<file path="config.mk">
export PLATFORM = sky130hd
export DESIGN_NAME = pc_stack_ctrl
export DESIGN_NICKNAME = d
export VERILOG_FILES = /design/src/rtl/pc_stack_ctrl.sv
export SDC_FILE = /design/constraint.sdc
export NUM_CORES = 1
export LEC_CHECK = 0
export CORE_MARGIN = 1.5
export CORE_UTILIZATION = 62
export CTS_CLUSTER_SIZE = 10
export DETAILED_ROUTE_END_ITERATION = 8
export DONT_BUFFER_PORTS = 1
export PLACE_DENSITY = 0.8
export SLEW_MARGIN = 20
export SYNTH_ARGS = -nofsm -noshare
export SYNTH_HDL_FRONTEND = slang
export SYNTH_SLANG_ARGS = --single-unit
</file>
<file path="constraint.sdc">
create_clock -name clk -period 3.45 [get_ports clk]
set_input_delay 0.5175 -clock clk [delete_from_list [all_inputs] [get_ports clk]]
set_output_delay 0.5175 -clock clk [all_outputs]
set_load 0.005 [all_outputs]
</file>
<file path="src/rtl/pc_stack_ctrl.sv">
`default_nettype none
// ============================================================================
// Module   : pc_stack_ctrl
// Purpose  : Program-counter sequencer with a hardware return-address stack.
//            Handles jump, call and return redirects with a one-cycle squash
//            pulse after each taken redirect. Stack over/underflow raises a
//            sticky error flag.
// Options  : PC_STACK_HALT_EN - when defined, the cycle that raises stk_err
//            also enters a HALT state (pc frozen, requests ignored) that is
//            left only through rst.
// Revision : 1.0 - initial release
// ============================================================================
module pc_stack_ctrl #(
    parameter int AW    = 8,
    parameter int DEPTH = 8
) (
    input  logic                     clk,
    input  logic                     rst,
    input  logic                     jump1,
    input  logic                     ret1,
    input  logic                     push1,
    input  logic [AW-1:0]            target,
    output logic [AW-1:0]            pc,
    output logic                     jump2,
    output logic [$clog2(DEPTH):0]   sp,
    output logic                     stk_full,
    output logic                     stk_empty,
    output logic                     stk_err
);

    localparam int PW  = $clog2(DEPTH);
    localparam int SPW = PW + 1;
    localparam logic [SPW-1:0] c_SP_FULL = SPW'(DEPTH);
    localparam logic [SPW-1:0] c_SP_ONE  = SPW'(1);

    typedef enum logic [0:0] {
        ST_RUN  = 1'b0,
        ST_HALT = 1'b1
    } state_t;

    state_t          r_state_q, w_state_d;
    logic [AW-1:0]   r_pc_q,    w_pc_d;
    logic            r_jump2_q, w_jump2_d;
    logic [SPW-1:0]  r_sp_q,    w_sp_d;
    logic            r_err_q,   w_err_d;
    logic            r_full_q,  r_empty_q;

    logic [AW-1:0]   r_stack_q [DEPTH];
    logic            w_push;
    logic [PW-1:0]   w_wr_idx;
    logic [PW-1:0]   w_rd_idx;
    logic [AW-1:0]   w_pc_inc;

    assign w_pc_inc = r_pc_q + AW'(1);
    assign w_wr_idx = r_sp_q[PW-1:0];
    // Low bits minus one also gives DEPTH-1 when the stack is full.
    assign w_rd_idx = r_sp_q[PW-1:0] - PW'(1);

    // Pick exactly one action per cycle: squash, return, call, jump, sequential.
    always_comb begin
        w_state_d = r_state_q;
        w_pc_d    = w_pc_inc;
        w_jump2_d = 1'b0;
        w_sp_d    = r_sp_q;
        w_err_d   = r_err_q;
        w_push    = 1'b0;
        if (r_state_q == ST_HALT) begin
            w_pc_d = r_pc_q;
        end else if (r_jump2_q) begin
            // Squash cycle: requests from the control unit are stale.
            w_pc_d = w_pc_inc;
        end else if (jump1 && ret1) begin
            if (r_sp_q != '0) begin
                w_pc_d    = r_stack_q[w_rd_idx];
                w_sp_d    = r_sp_q - c_SP_ONE;
                w_jump2_d = 1'b1;
            end else begin
                w_err_d = 1'b1;
`ifdef PC_STACK_HALT_EN
                w_state_d = ST_HALT;
`endif
            end
        end else if (jump1 && push1) begin
            if (r_sp_q != c_SP_FULL) begin
                w_push    = 1'b1;
                w_sp_d    = r_sp_q + c_SP_ONE;
                w_pc_d    = target;
                w_jump2_d = 1'b1;
            end else begin
                w_err_d = 1'b1;
`ifdef PC_STACK_HALT_EN
                // Halting on overflow freezes pc instead of taking the call.
                w_state_d = ST_HALT;
                w_pc_d    = r_pc_q;
`else
                w_pc_d    = target;
                w_jump2_d = 1'b1;
`endif
            end
        end else if (jump1) begin
            w_pc_d    = target;
            w_jump2_d = 1'b1;
        end
    end

    // Control state and registered outputs.
    always_ff @(posedge clk) begin
        if (rst) begin
            r_state_q <= ST_RUN;
            r_pc_q    <= '0;
            r_jump2_q <= 1'b0;
            r_sp_q    <= '0;
            r_err_q   <= 1'b0;
            r_full_q  <= 1'b0;
            r_empty_q <= 1'b1;
        end else begin
            r_state_q <= w_state_d;
            r_pc_q    <= w_pc_d;
            r_jump2_q <= w_jump2_d;
            r_sp_q    <= w_sp_d;
            r_err_q   <= w_err_d;
            r_full_q  <= (w_sp_d == c_SP_FULL);
            r_empty_q <= (w_sp_d == '0);
        end
    end

    // Return-address storage; contents are don't-care until pushed.
    always_ff @(posedge clk) begin
        if (!rst && w_push) begin
            r_stack_q[w_wr_idx] <= w_pc_inc;
        end
    end

    assign pc        = r_pc_q;
    assign jump2     = r_jump2_q;
    assign sp        = r_sp_q;
    assign stk_full  = r_full_q;
    assign stk_empty = r_empty_q;
    assign stk_err   = r_err_q;

endmodule
`default_nettype wire

</file>
## Yosys cells after proc, flatten, opt, wreduce, memory -nomap -nowiden

Memories as Yosys holds them, arrays and structs flattened.
Cells that the tools add are included.

| cells by class | value |
|---|---|
| bitwise logic cells | 1 |
| multiplexer cells | 24 |
| $add $sub $neg | 4 |
| reductions and logical operators | 9 |
| equality and inequality tests | 4 |

Operators by type and width:

| operator | number |
|---|---|
| $mux W8 | 5 |
| $mux W4 | 5 |
| $mux W1 | 14 |
| $add A8 B1 Y8 const B | 1 |
| $add A4 B1 Y4 const B | 1 |
| $eq A4 B4 Y1 const B | 1 |
| $logic_not A4 Y1 | 1 |
| $ne A2 B2 Y1 const B | 2 |
| $ne A4 B4 Y1 const B | 1 |
| $reduce_and A4 Y1 | 1 |
| $reduce_bool A4 Y1 | 1 |
| $sub A4 B1 Y4 const B | 1 |
| $logic_and A1 B1 Y1 | 3 |
| $sub A3 B1 Y3 const B | 1 |
| $reduce_bool A2 Y1 | 1 |
| $reduce_or A2 Y1 | 1 |
| $logic_not A1 Y1 | 1 |
| $not A1 Y1 | 1 |

| storage, ports and cells | value |
|---|---|
| bits in writable memories | 64 |
| flip-flop bits (word level) | 16 |
| logic and storage cells | 49 |
| output and inout bits | 16 |
| memories kept | 1 |
| input bits | 13 |

Memories:

| name | words | width | read ports | clocked after Yosys merged registers in | write ports | RTL line | RTL |
|---|---|---|---|---|---|---|---|
| r_stack_q | 8 | 8 | 1 | 0 | 1 | 48 | `logic [AW-1:0] r_stack_q [DEPTH];` |

## Longest topological paths before layout

Gate-level depths: netlist of run 1.

| depth | value |
|---|---|
| word-level depth | 8 |
| gate-level depth with buffers | 11 |
| mapped depth without buffers | 7 |

## Least setup slack after synthesis of run 1

OpenSTA, ideal clock, no wires.

| timing | value |
|---|---|
| kind | register -> register |
| start point | register r_sp_q[0], in the netlist sp[0] |
| end point | register r_pc_q[0], in the netlist pc[0] |
| path slack | 635 ps |
| data required time | 3320 ps |
| clock period less this slack | 2815 ps |
| arrival | 2685 ps |
| path buffers | 4 |
| setup time | 130 ps |
| stages on the path, launching flop included | 12 |
| path through | dfxtp_1 -> buf_2 -> buf_2 -> inv_1 -> ha_1 -> clkbuf_1 -> clkbuf_1 -> mux4_2 -> mux2i_1 -> a211oi_1 -> a221oi_1 -> nor2_1 |

| between the ends | value |
|---|---|
| longest elaborated chain between the ends | 5 |
| elaborated cells on any way between the ends | 6 |
| classes of those cells | 1 x add/sub; 3 x mux; 1 x reduce/logical; 1 x memory |

Ends and longest elaborated chain:

| item | RTL line | RTL |
|---|---|---|
| from (decl) | 44 | `logic [SPW-1:0] r_sp_q, w_sp_d;` |
| from (signal assigned) | 120 | `r_sp_q <= w_sp_d;` |
| $sub A3 B1 Y3 | 57 | `assign w_rd_idx = r_sp_q[PW-1:0] - PW'(1);` |
| $mem_v2 Z8 W8 | n/a |  |
| $mux W8 * | 73 | `if (r_sp_q != '0) begin` |
| $mux W8 * | 72 | `end else if (jump1 && ret1) begin` |
| $mux W8 * | 69 | `end else if (r_jump2_q) begin` |
| to (signal assigned) | 118 | `r_pc_q <= w_pc_d;` |
| to (decl) | 42 | `logic [AW-1:0] r_pc_q, w_pc_d;` |

Every way passes the cells marked *; elsewhere a longest branch is shown, timed or not.
A chain may end at the register's enable or synchronous reset.

## Final worst setup path of run 1

| timing | value |
|---|---|
| start point | register r_sp_q[1], in the netlist sp[1] |
| end point | register r_pc_q[3], in the netlist pc[3] |

Same word-level chain as after synthesis.

==> results by group, run 1 <==
Run status
  • Status: completed

Die
  • Die Y-Extent: 77.8 um
  • Initial Util: 63.8%
  • Ports: 29
  • Core Area: 5440 um^2
  • Die W: 77.8 um
  • Die area: 6050 um^2
  • Site Rows: 27

Global route
  • Initial antenna violation count: 0
  • Vias in the first global route: 1968
  • Largest net degree at the start of global routing: 20
  • Gr usage total: 25.3%
  • First-pass GRT wire length: 10.7 mm
  • GRT Residual Overflow: 0

Worst setup path
  • CP peak stage delay: 0.56 ns
  • Crit path launch type: flip-flop
  • CP Class: reg2reg
  • CP required: 3.72 ns
  • Element type at the critical path end: flip-flop
  • CP arrival: 2.95 ns
  • CP delay by family, top: simple AND/OR/NAND/NOR gates
  • Crit-path max FO: 10
  • Critical path cell sequence: inv_1 > ha_1 > xor2_4 > mux4_2 > nor3_1 > or4_1 > a211oi_2
  • Critical-path top delay cell: dfxtp_1
  • CP bufs+invs: 1

Synth
  • Post-synthesis sequential area ratio: 64.6%
  • Mapped Area: 3470 um^2
  • Post-Syn Instances: 230
  • Netlist cell types: 49
  • Post-synth EDFFs: 64
  • FFs w/ async S/R, synth: 0%
  • Net Count, Synth: 246
  • Synth Register Bits: 80
  • Synth Flop Type: edfxtp_1
  • Synthesis Warnings: 0
  • Synth Area per Inst: 15.1 um^2

Pwr
  • Leak Pwr: 0.00127 uW
  • Cell Pwr Density: 557 nW/um^2
  • VDD IR max: 465 uV
  • Pwr Total: 2090 uW

Detailed routing
  • Routed Antenna Nets: 0
  • Wirelength per Cell: 22.4 um
  • Pre-antenna DRT Iters: 5
  • Routed WL: 7.06 mm
  • DRT iter0 DRCs: 188
  • Vias after detailed routing: 2041
  • Routed vias/inst: 6.48
  • # DRC: 0

CTS
  • CTS Hold Buffers Added: 0
  • CTS Root Cell: clkbuf_8
  • Post-CTS resize count: 0
  • TritonCTS Buffers: 9
  • Clk Latency, worst-skew pair: 0.35 ns
  • Post-CTS Setup Repair Bufs: 0
  • # clock sinks: 80
  • Clock-pin slew of the registers on the worst-case setup and hold paths: 0.07 ns
  • CTS tree: done
  • H-tree levels: 3
  • CTS max path bufs: 2

Flow run
  • Max_cap viols: 0

Timing
  • Slew Limit Fails: 0
  • Clock skew: 0.00999 ns
  • Setup_tns: 0 ns
  • Slew @ Worst Pin: 0.860 ns
  • Fin crit period: 2.68 ns
  • F_max: 373 MHz
  • Fin crit share: 77.7%
  • # setup viols final: 0
  • Final Hold Viols: 0
  • RSZ-0062 raised after global routing: no
  • Rel. slew slack: 42.2%

Finish
  • Number of fill cells: 381
  • Layout cell share with drive strength beyond 1: 16.9%
  • Final nets: 254
  • Fin area: 3750 um^2
  • ANT cells: 0
  • Area grow syn2layout: 8.12%

Min path
  • Worst min path class: in2reg

Placement
  • DP Wirelength: 4.63 mm
  • Placer Congestion: 0.838
  • Post-DP Area: 3570 um^2
  • IO Port Bufs: 0
## final timing paths
check                  startpoint                   end  slack [ns]  cells past startpoint
max              sp[1]$_SDFF_PP0_      pc[3]$_SDFF_PP0_        0.77                      7
min                           rst      pc[4]$_SDFF_PP0_        0.22                      1
max reg2reg      sp[1]$_SDFF_PP0_      pc[3]$_SDFF_PP0_        0.77                      7
min reg2reg  stk_err$_SDFFE_PP0P_  stk_err$_SDFFE_PP0P_        0.51                      2
## routing by layer
metal | vias up | track usage (%) | wire length [um]
met5 | - | 0 | 0
met4 | 0 | 14.2 | 196
met3 | 15 | 5.88 | 619
met2 | 82 | 39.8 | 3490
met1 | 1032 | 32.6 | 2760
li1 | 912 | - | -
## cells by family after synthesis
family          share of synthesized area, %
compound gates                          6.60
xor+xnor                                2.81
fa+ha+maj                               1.08
buf+inv                                 2.45
flops                                   64.6
mux                                     12.4
simple gates                            10.0
## per-stage QoR
| step | instances | hold WS (ns) | worst slack [ns] | utilization [%] |
|---|---|---|---|---|
| after global placement | 299 | 0.487 | 0.878 | 65.6 |
| after floorplan | 230 | 0.461 | 0.635 | - |
| after global routing | 315 | 0.209 | 0.595 | 68.9 |
| after CTS | 315 | 0.208 | 0.776 | 68.9 |
| final | 315 | 0.222 | 0.769 | 68.9 |
| after detailed placement | 299 | 0.509 | 0.801 | 65.6 |
## layout by cell type (no fill, tap or decap), types with 2 or more instances in the layout
| cell type | Yosys | final |
|---|---|---|
| nor3b_1 | 3 | 3 |
| a22oi_1 | 2 | 2 |
| nor2b_1 | 2 | 2 |
| o21bai_1 | 2 | 2 |
| nor3_1 | 7 | 7 |
| inv_1 | 7 | 7 |
| clkbuf_8 | 0 | 9 |
| mux4_2 | 14 | 14 |
| buf_4 | 1 | 9 |
| a21oi_1 | 4 | 4 |
| a211oi_2 | 2 | 2 |
| dfxtp_1 | 16 | 16 |
| o21ai_0 | 2 | 2 |
| xnor2_1 | 6 | 6 |
| xor2_1 | 2 | 2 |
| nand2_1 | 10 | 10 |
| edfxtp_1 | 64 | 64 |
| and3b_1 | 2 | 2 |
| o211ai_1 | 2 | 2 |
| a221oi_1 | 3 | 3 |
| nand3_1 | 7 | 7 |
| nand2b_1 | 3 | 3 |
| and3_1 | 3 | 3 |
| or4_1 | 2 | 2 |
| clkbuf_1 | 8 | 4 |
| nor2_1 | 24 | 24 |
| ha_1 | 3 | 3 |
| mux2i_1 | 5 | 5 |
| mux4_1 | 2 | 2 |
## area by class of cell
class | count | area [um^2] | area share, %
sequential | 80 | 2240 | 59.8
multi-input combinational | 131 | 1140 | 30.4
clock buffer | 13 | 139 | 3.70
tap | 72 | 90.1 | 2.40
timing repair buffer | 9 | 67.6 | 1.80
clock inverter | 3 | 43.8 | 1.17
inverter | 7 | 26.3 | 0.701
## worst reg2reg max path: stages (launching register included)
cell and delay [ns]:
dfxtp_1 0.56, inv_1 0.13, ha_1 0.32, xor2_4 0.51, mux4_2 0.32, nor3_1 0.05
or4_1 0.54, a211oi_2 0.18
## cells in the mapped netlist, types with 3 or more instances
library cell  number  area (um^2)
nor3b_1            3         22.5
xnor2_1            6         52.6
dfxtp_1           16          320
nor2_1            24         90.1
nand3_1            7         35.0
nor3_1             7         35.0
mux2i_1            5         50.1
nand2_1           10         37.5
ha_1               3         37.5
a21oi_1            4         20.0
nand2b_1           3         18.8
inv_1              7         26.3
clkbuf_1           8         30.0
and3_1             3         18.8
edfxtp_1          64         1920
a221oi_1           3         26.3
mux4_2            14          315
## registers in the layout (all words and copies together) (netlist names)
register and cells:
sp 4, r_stack_q 64, stk_empty 1, pc 8, stk_full 1, jump2 1
stk_err 1
## power by group
part	switching [uW]	internal, uW	total [uW]	leakage, uW
Sequential	33.8	1090	1120	0.000717
Combinational	175	138	313	0.000466
Clock	317	336	653	0.0000916
Total	526	1560	2090	0.00127
Power figures use the tool's default switching activity.
==> inputs of run 2 (changes only) <==
==> constraint.sdc (replaced) <==
create_clock -name clk -period 2.7 [get_ports clk]
set_input_delay 0.405 -clock clk [delete_from_list [all_inputs] [get_ports clk]]
set_output_delay 0.405 -clock clk [all_outputs]
set_load 0.005 [all_outputs]
==> run 2 against run 1 <==
First-iteration DRC count up 38%. Combinational power up 40%. Register-to-register slack worse by 0.46 ns. Maximum frequency up 12%. Sequential power up 28%. Worst hold slack worse by 0.11 ns. Flip-flop and latch count unchanged. Critical path type unchanged. Largest power group unchanged.
==> results by group, run 2 (same netlist as run 1, synthesis figures left out) <==
Run status
  • Status: completed (unchanged)

Die
  • Core Area: 5440 um^2 (unchanged)
  • Die Y-Extent: 77.8 um (unchanged)
  • Site Rows: 27 (unchanged)
  • Die area: 6050 um^2 (unchanged)
  • Ports: 29 (unchanged)
  • Die W: 77.8 um (unchanged)
  • Initial Util: 63.8% (unchanged)

Detailed routing
  • Pre-antenna DRT Iters: 4 (was 5)
  • Routed WL: 7.24 mm (was 7.06 mm)
  • Routed vias/inst: 6.31 (was 6.48)
  • Routed Antenna Nets: 0 (unchanged)
  • # DRC: 0 (unchanged)
  • Wirelength per Cell: 22.2 um (was 22.4 um)
  • DRT iter0 DRCs: 260 (was 188)
  • Vias after detailed routing: 2057 (was 2041)

Placement
  • IO Port Bufs: 0 (unchanged)
  • Post-DP Area: 3650 um^2 (was 3570 um^2)
  • DP Wirelength: 5.07 mm (was 4.63 mm)
  • Placer Congestion: 0.829 (was 0.838)

Finish
  • Most common cell after layout, fill and taps aside: edfxtp_1 (unchanged)
  • ANT cells: 0 (unchanged)
  • Number of fill cells: 361 (was 381)
  • Max FFs per register: 64 (unchanged)
  • Most flop-heavy register: r_stack_q (unchanged)
  • Final nets: 265 (was 254)
  • Most frequent cells in the layout: 64 x edfxtp_1, 24 x nor2_1, 20 x buf_4 (was 64 x edfxtp_1, 24 x nor2_1, 16 x dfxtp_1)
  • Fin area: 3850 um^2 (was 3750 um^2)
  • Layout cell share with drive strength beyond 1: 22.0% (was 16.9%)
  • Area grow syn2layout: 11.1% (was 8.12%)

CTS
  • Clock-pin slew of the registers on the worst-case setup and hold paths: 0.09 ns (was 0.07 ns)
  • # clock sinks: 80 (unchanged)
  • TritonCTS Buffers: 9 (unchanged)
  • H-tree levels: 3 (unchanged)
  • Post-CTS Setup Repair Bufs: 0 (unchanged)
  • CTS Hold Buffers Added: 0 (unchanged)
  • Clk Latency, worst-skew pair: 0.35 ns (about the same)
  • CTS Root Cell: clkbuf_8 (unchanged)
  • Post-CTS resize count: 0 (unchanged)
  • CTS tree: done (unchanged)
  • CTS max path bufs: 2 (unchanged)

Pwr
  • NetSw: 699 uW (was 526 uW)
  • Clk pwr share: 32.0% (was 31.2%)
  • Cell Pwr Density: 712 nW/um^2 (was 557 nW/um^2)
  • Sequential fraction of design power: 52.1% (was 53.8%)
  • Leak Pwr: 0.00135 uW (was 0.00127 uW)
  • VDD IR max: 482 uV (was 465 uV)
  • Logic pwr share: 15.9% (was 15.0%)
  • Sw Share: 25.5% (was 25.2%)
  • Internal: 2040 uW (was 1560 uW)

Worst setup path
  • Crit path to: pc[3]$_SDFF_PP0_ (unchanged)
  • Crit path launch: sp[0]$_SDFF_PP0_ (was sp[1]$_SDFF_PP0_)
  • R2r setup slk: 0.31 ns (was 0.77 ns)
  • Element type at the critical path end: flip-flop (unchanged)
  • Crit path launch type: flip-flop (unchanged)
  • Crit-path max FO: 8 (was 10)
  • CP arrival: 2.67 ns (was 2.95 ns)
  • CP required: 2.98 ns (was 3.72 ns)
  • R2r worst-path depth: 7 (unchanged)
  • RR Startpoint: sp[0]$_SDFF_PP0_ (was sp[1]$_SDFF_PP0_)
  • CP Class: reg2reg (unchanged)
  • Reg2reg end: pc[3]$_SDFF_PP0_ (unchanged)

Global route
  • Largest net degree at the start of global routing: 20 (unchanged)
  • Initial antenna violation count: 0 (unchanged)
  • First-pass GRT wire length: 11.3 mm (was 10.7 mm)
  • Vias in the first global route: 2108 (was 1968)
  • Gr usage total: 26.6% (was 25.3%)
  • GRT Residual Overflow: 0 (unchanged)

Flow run
  • Max_cap viols: 0 (unchanged)

Timing
  • Slew Limit Fails: 0 (unchanged)
  • Clock skew: 0.0143 ns (was 0.00999 ns)
  • F_max: 419 MHz (was 373 MHz)
  • RSZ-0062 raised after global routing: no (unchanged)
  • Rel. slew slack: 53.2% (was 42.2%)
  • Slew @ Worst Pin: 0.697 ns (was 0.860 ns)
  • Fin crit period: 2.39 ns (was 2.68 ns)
  • Final Hold Viols: 0 (unchanged)
  • # setup viols final: 0 (unchanged)
  • Fin crit share: 88.4% (was 77.7%)
  • Setup_tns: 0 ns (unchanged)

Min path
  • Worst min path class: in2reg (unchanged)
run 2: cell types whose count changed in the layout (fill, tap and decap cells not counted), sizes merged:
| cell | delta |
|---|---|
| buf | +11 |
| inv | +2 |
| clkinv | +1 |
| clkbuf | -3 |
run 2: layout make-up:
type | count | area (um^2) | share of cell area, %
flip-flops and latches | 80 | 2240 | 58.2
multi-input cells | 131 | 1140 | 29.6
repair buffers | 20 | 150 | 3.90
clock buffers | 10 | 138 | 3.57
well taps | 72 | 90.1 | 2.34
clock inverters | 6 | 66.3 | 1.72
inverters | 7 | 26.3 | 0.682
run 2: power by group through the flow:
| stage | logic [uW] | registers (uW) | clock network (uW) |
|---|---|---|---|
| 2_1_floorplan | 336 | 1450 | 0 |
| 3_3_place_gp | 418 | 1460 | 0 |
| 3_5_place_dp | 433 | 1460 | 0 |
| 4_1_cts | 435 | 1430 | 899 |
| 5_1_grt | 473 | 1430 | 947 |
| 6_report | 437 | 1430 | 878 |
run 2: worst min-delay path by stage:
stage / from / endpoint / slack (ns) / depth (start not counted)
final: rst / pc[4]$_SDFF_PP0_ / 0.11 / 1
after detailed placement: rst / pc[4]$_SDFF_PP0_ / 0.48 / 1
after floorplan: stk_err$_SDFFE_PP0P_ / stk_err$_SDFFE_PP0P_ / 0.46 / 2
after global routing: rst / pc[4]$_SDFF_PP0_ / 0.08 / 1
after global placement: rst / pc[4]$_SDFF_PP0_ / 0.47 / 1
after CTS: rst / pc[4]$_SDFF_PP0_ / 0.09 / 1
run 2: metrics by stage:
step	util (%)	hold WS (ns)	setup slack, ns	cells	power (uW)
after detailed placement	67.1	0.476	0.337	310	1890
after CTS	70.9	0.0853	0.317	326	2760
after global routing	70.9	0.0822	0.143	326	2850
final	70.9	0.107	0.313	326	2740
after floorplan	-	0.461	0.0712	230	1780
after global placement	67.1	0.475	0.417	310	1870
run 2: per-layer routing:
layer	GRT usage [%]	wire length [um]	up-vias
met4	18.5	259	0
met3	6.82	420	21
met2	39.4	3650	83
li1	-	-	936
met1	34.4	2910	1017
met5	0	0	-
run 2: worst max-delay path: stages (launching register included):
cell and delay [ns]:
dfxtp_1 0.32, inv_1 0.14, ha_1 0.38, xor2_4 0.39
mux4_2 0.29, nor3_1 0.04, or4_1 0.54, a211oi_2 0.20
==> inputs of run 3 (changes only) <==
--- a/config.mk
+++ b/config.mk
@@ -6,12 +6,12 @@
 export NUM_CORES = 1
 export LEC_CHECK = 0
 export CORE_MARGIN = 1.5
-export CORE_UTILIZATION = 62
+export CORE_UTILIZATION = 56
 export CTS_CLUSTER_SIZE = 10
 export DETAILED_ROUTE_END_ITERATION = 8
 export DONT_BUFFER_PORTS = 1
-export PLACE_DENSITY = 0.8
-export SLEW_MARGIN = 20
+export PLACE_DENSITY = 0.76
 export SYNTH_ARGS = -nofsm -noshare
 export SYNTH_HDL_FRONTEND = slang
 export SYNTH_SLANG_ARGS = --single-unit
+export TNS_END_PERCENT = 30
==> constraint.sdc (replaced) <==
create_clock -name clk -period 1.95 [get_ports clk]
set_input_delay 0.2925 -clock clk [delete_from_list [all_inputs] [get_ports clk]]
set_output_delay 0.2925 -clock clk [all_outputs]
set_load 0.005 [all_outputs]
==> run 3 against run 2 <==
Combinational power rose by 74%. Highest routed layer unchanged. First-iteration DRC count down 41%. Largest cell class unchanged. Critical endpoint is now pc[1]$_SDFF_PP0_. Clock skew down 0.0059 ns. Total power up 43%.
==> results by group, run 3 (same netlist as run 1, synthesis figures left out) <==
Worst setup path
  • CP arrival: 2.17 ns (was 2.67 ns)
  • Crit-path max FO: 14 (was 8)
  • R2r worst-path depth: 6 (was 7)
  • R2r setup slk: 0.02 ns (was 0.31 ns)
  • CP Class: reg2reg (unchanged)
  • CP required: 2.19 ns (was 2.98 ns)
  • Element type at the critical path end: flip-flop (unchanged)
  • RR Startpoint: sp[0]$_SDFF_PP0_ (unchanged)
  • Reg2reg end: pc[1]$_SDFF_PP0_ (was pc[3]$_SDFF_PP0_)
  • Crit path launch type: flip-flop (unchanged)

Detailed routing
  • Pre-antenna DRT Iters: 6 (was 4)
  • Vias after detailed routing: 2157 (was 2057)
  • # DRC: 0 (unchanged)
  • Wirelength per Cell: 21.6 um (was 22.2 um)
  • Routed vias/inst: 6.11 (was 6.31)
  • Routed Antenna Nets: 0 (unchanged)
  • Routed WL: 7.61 mm (was 7.24 mm)
  • DRT iter0 DRCs: 154 (was 260)

Die
  • Die W: 81.7 um (was 77.8 um)
  • Die Y-Extent: 81.7 um (was 77.8 um)
  • Core Area: 5960 um^2 (was 5440 um^2)
  • Initial Util: 58.2% (was 63.8%)
  • Die area: 6670 um^2 (was 6050 um^2)
  • Ports: 29 (unchanged)
  • Site Rows: 28 (was 27)

Min path
  • Hold path cells: 1 (unchanged)
  • Hold Crit Endpoint: pc[3]$_SDFF_PP0_ (was pc[4]$_SDFF_PP0_)
  • Hold wc startpoint: rst (unchanged)
  • Worst min path class: in2reg (unchanged)

Finish
  • Non-filler cells in the finished layout: 353 (was 326)
  • FF+latch area: 2250 um^2 (was 2240 um^2)
  • Fin area: 4120 um^2 (was 3850 um^2)
  • Most common cell after layout, fill and taps aside: edfxtp_1 (unchanged)
  • Final nets: 289 (was 265)
  • Number of fill cells: 411 (was 361)
  • Most frequent cells in the layout: 64 x edfxtp_1, 41 x buf_4, 21 x nor2_1 (was 64 x edfxtp_1, 24 x nor2_1, 20 x buf_4)
  • ANT cells: 0 (unchanged)
  • Area of the multi-input gates: 1200 um^2 (was 1140 um^2)
  • Max FFs per register: 64 (unchanged)
  • Layout cell share with drive strength beyond 1: 34.2% (was 22.0%)
  • Most flop-heavy register: r_stack_q (unchanged)
  • Area grow syn2layout: 18.8% (was 11.1%)

CTS
  • CTS max path bufs: 2 (unchanged)
  • TritonCTS Buffers: 9 (unchanged)
  • Clk Latency, worst-skew pair: 0.35 ns (about the same)
  • H-tree levels: 3 (unchanged)
  • CTS tree: done (unchanged)
  • CTS Root Cell: clkbuf_8 (unchanged)
  • Clock-pin slew of the registers on the worst-case setup and hold paths: 0.08 ns (was 0.09 ns)
  • # clock sinks: 80 (unchanged)

Timing
  • Final Hold Viols: 0 (unchanged)
  • # setup viols final: 0 (unchanged)
  • Rel. slew slack: 72.0% (was 53.2%)
  • Fin crit share: 98.8% (was 88.4%)
  • Setup_tns: 0 ns (unchanged)
  • Fin crit period: 1.93 ns (was 2.39 ns)
  • F_max: 519 MHz (was 419 MHz)
  • Slew Limit Fails: 0 (unchanged)
  • Slew @ Worst Pin: 0.419 ns (was 0.697 ns)
  • Setup slack after layout: 0.0231 ns (was 0.313 ns)
  • RSZ-0062 raised after global routing: yes (was no)
  • Clock skew: 0.00839 ns (was 0.0143 ns)

Global route
  • Gr usage total: 25.2% (was 26.6%)
  • First-pass GRT wire length: 11.6 mm (was 11.3 mm)
  • GRT Residual Overflow: 0 (unchanged)
  • Vias in the first global route: 2167 (was 2108)
  • Initial antenna violation count: 0 (unchanged)
  • Largest net degree at the start of global routing: 19 (was 20)

Placement
  • IO Port Bufs: 0 (unchanged)
  • Post-DP Area: 3890 um^2 (was 3650 um^2)
  • Dpl ws: -0.0741 ns (was 0.337 ns)
  • Placer Congestion: 0.926 (was 0.829)
  • DP Wirelength: 5.37 mm (was 5.07 mm)
  • DP Cell Count: 336 (was 310)

Pwr
  • Cell Pwr Density: 949 nW/um^2 (was 712 nW/um^2)
  • VDD IR max: 590 uV (was 482 uV)
  • Pwr Total: 3910 uW (was 2740 uW)
  • Leak Pwr: 0.00145 uW (was 0.00135 uW)

Flow run
  • Max_cap viols: 0 (unchanged)

Run status
  • Status: completed (unchanged)
-- run 3: cell count changes in the layout (fill, tap and decap cells not counted), sizes merged --
cell / previous run / this run
buf: 20 / 44
clkbuf: 10 / 11
clkinv: 3 / 2
clkinvlp: 0 / 2
inv: 9 / 7
-- run 3: power breakdown --
group,leakage (uW),internal [uW],switching (uW)
clock,0.0000872,590,584
combinational,0.000647,379,381
sequential,0.000719,1930,46.1
total,0.00145,2900,1010
-- run 3: routing by layer --
metal / vias up / GRT usage [%] / wire length, um
met2: 71 / 38.3 / 3630
met4: 0 / 11.2 / 171
met1: 1093 / 34.4 / 3330
met5: - / 0 / 0
met3: 17 / 6.56 / 482
li1: 976 / - / -
-- run 3: worst max path at each step --
stage,from,end,slack [ns],cells past startpoint
floorplan,sp[0]$_SDFF_PP0_,pc[3]$_SDFF_PP0_,-0.42,10
global placement,sp[1]$_SDFF_PP0_,pc[3]$_SDFF_PP0_,-0.02,7
detailed placement,sp[1]$_SDFF_PP0_,pc[3]$_SDFF_PP0_,-0.07,7
CTS,sp[0]$_SDFF_PP0_,pc[3]$_SDFF_PP0_,-0.003,7
global route,sp[0]$_SDFF_PP0_,pc[1]$_SDFF_PP0_,-0.08,6
finish,sp[0]$_SDFF_PP0_,pc[1]$_SDFF_PP0_,0.02,6
-- run 3: critical path, cell delays in order, from the launching register on --
cell and delay (ns):
dfxtp_4 0.39, inv_8 0.03, ha_4 0.38, mux4_2 0.32
mux2_2 0.28, a222oi_1 0.35, nor2_1 0.06
-- run 3: per-stage QoR --
step,utilization (%),hold WS (ns)
after global routing,69.2,-0.0195
after global placement,65.3,0.362
final,69.2,0.000491
after CTS,68.7,-0.0156
after floorplan,-,0.454
after detailed placement,65.3,0.367
-- run 3: layout make-up --
| cell class | instances | area share (%) |
|---|---|---|
| clock buffer | 11 | 3.19 |
| multi-input combinational | 131 | 29.0 |
| clock inverter | 5 | 1.40 |
| sequential | 80 | 54.6 |
| timing repair buffer | 44 | 8.72 |
| tap | 75 | 2.28 |
| inverter | 7 | 0.820 |
-- run 3: repair_timing --
action,in CTS,in global routing
setup endpoints to repair,7,68
pin swaps,2,3
buffers inserted,1,0
gates resized for setup,4,10
endpoints found under the hold margin,10,11
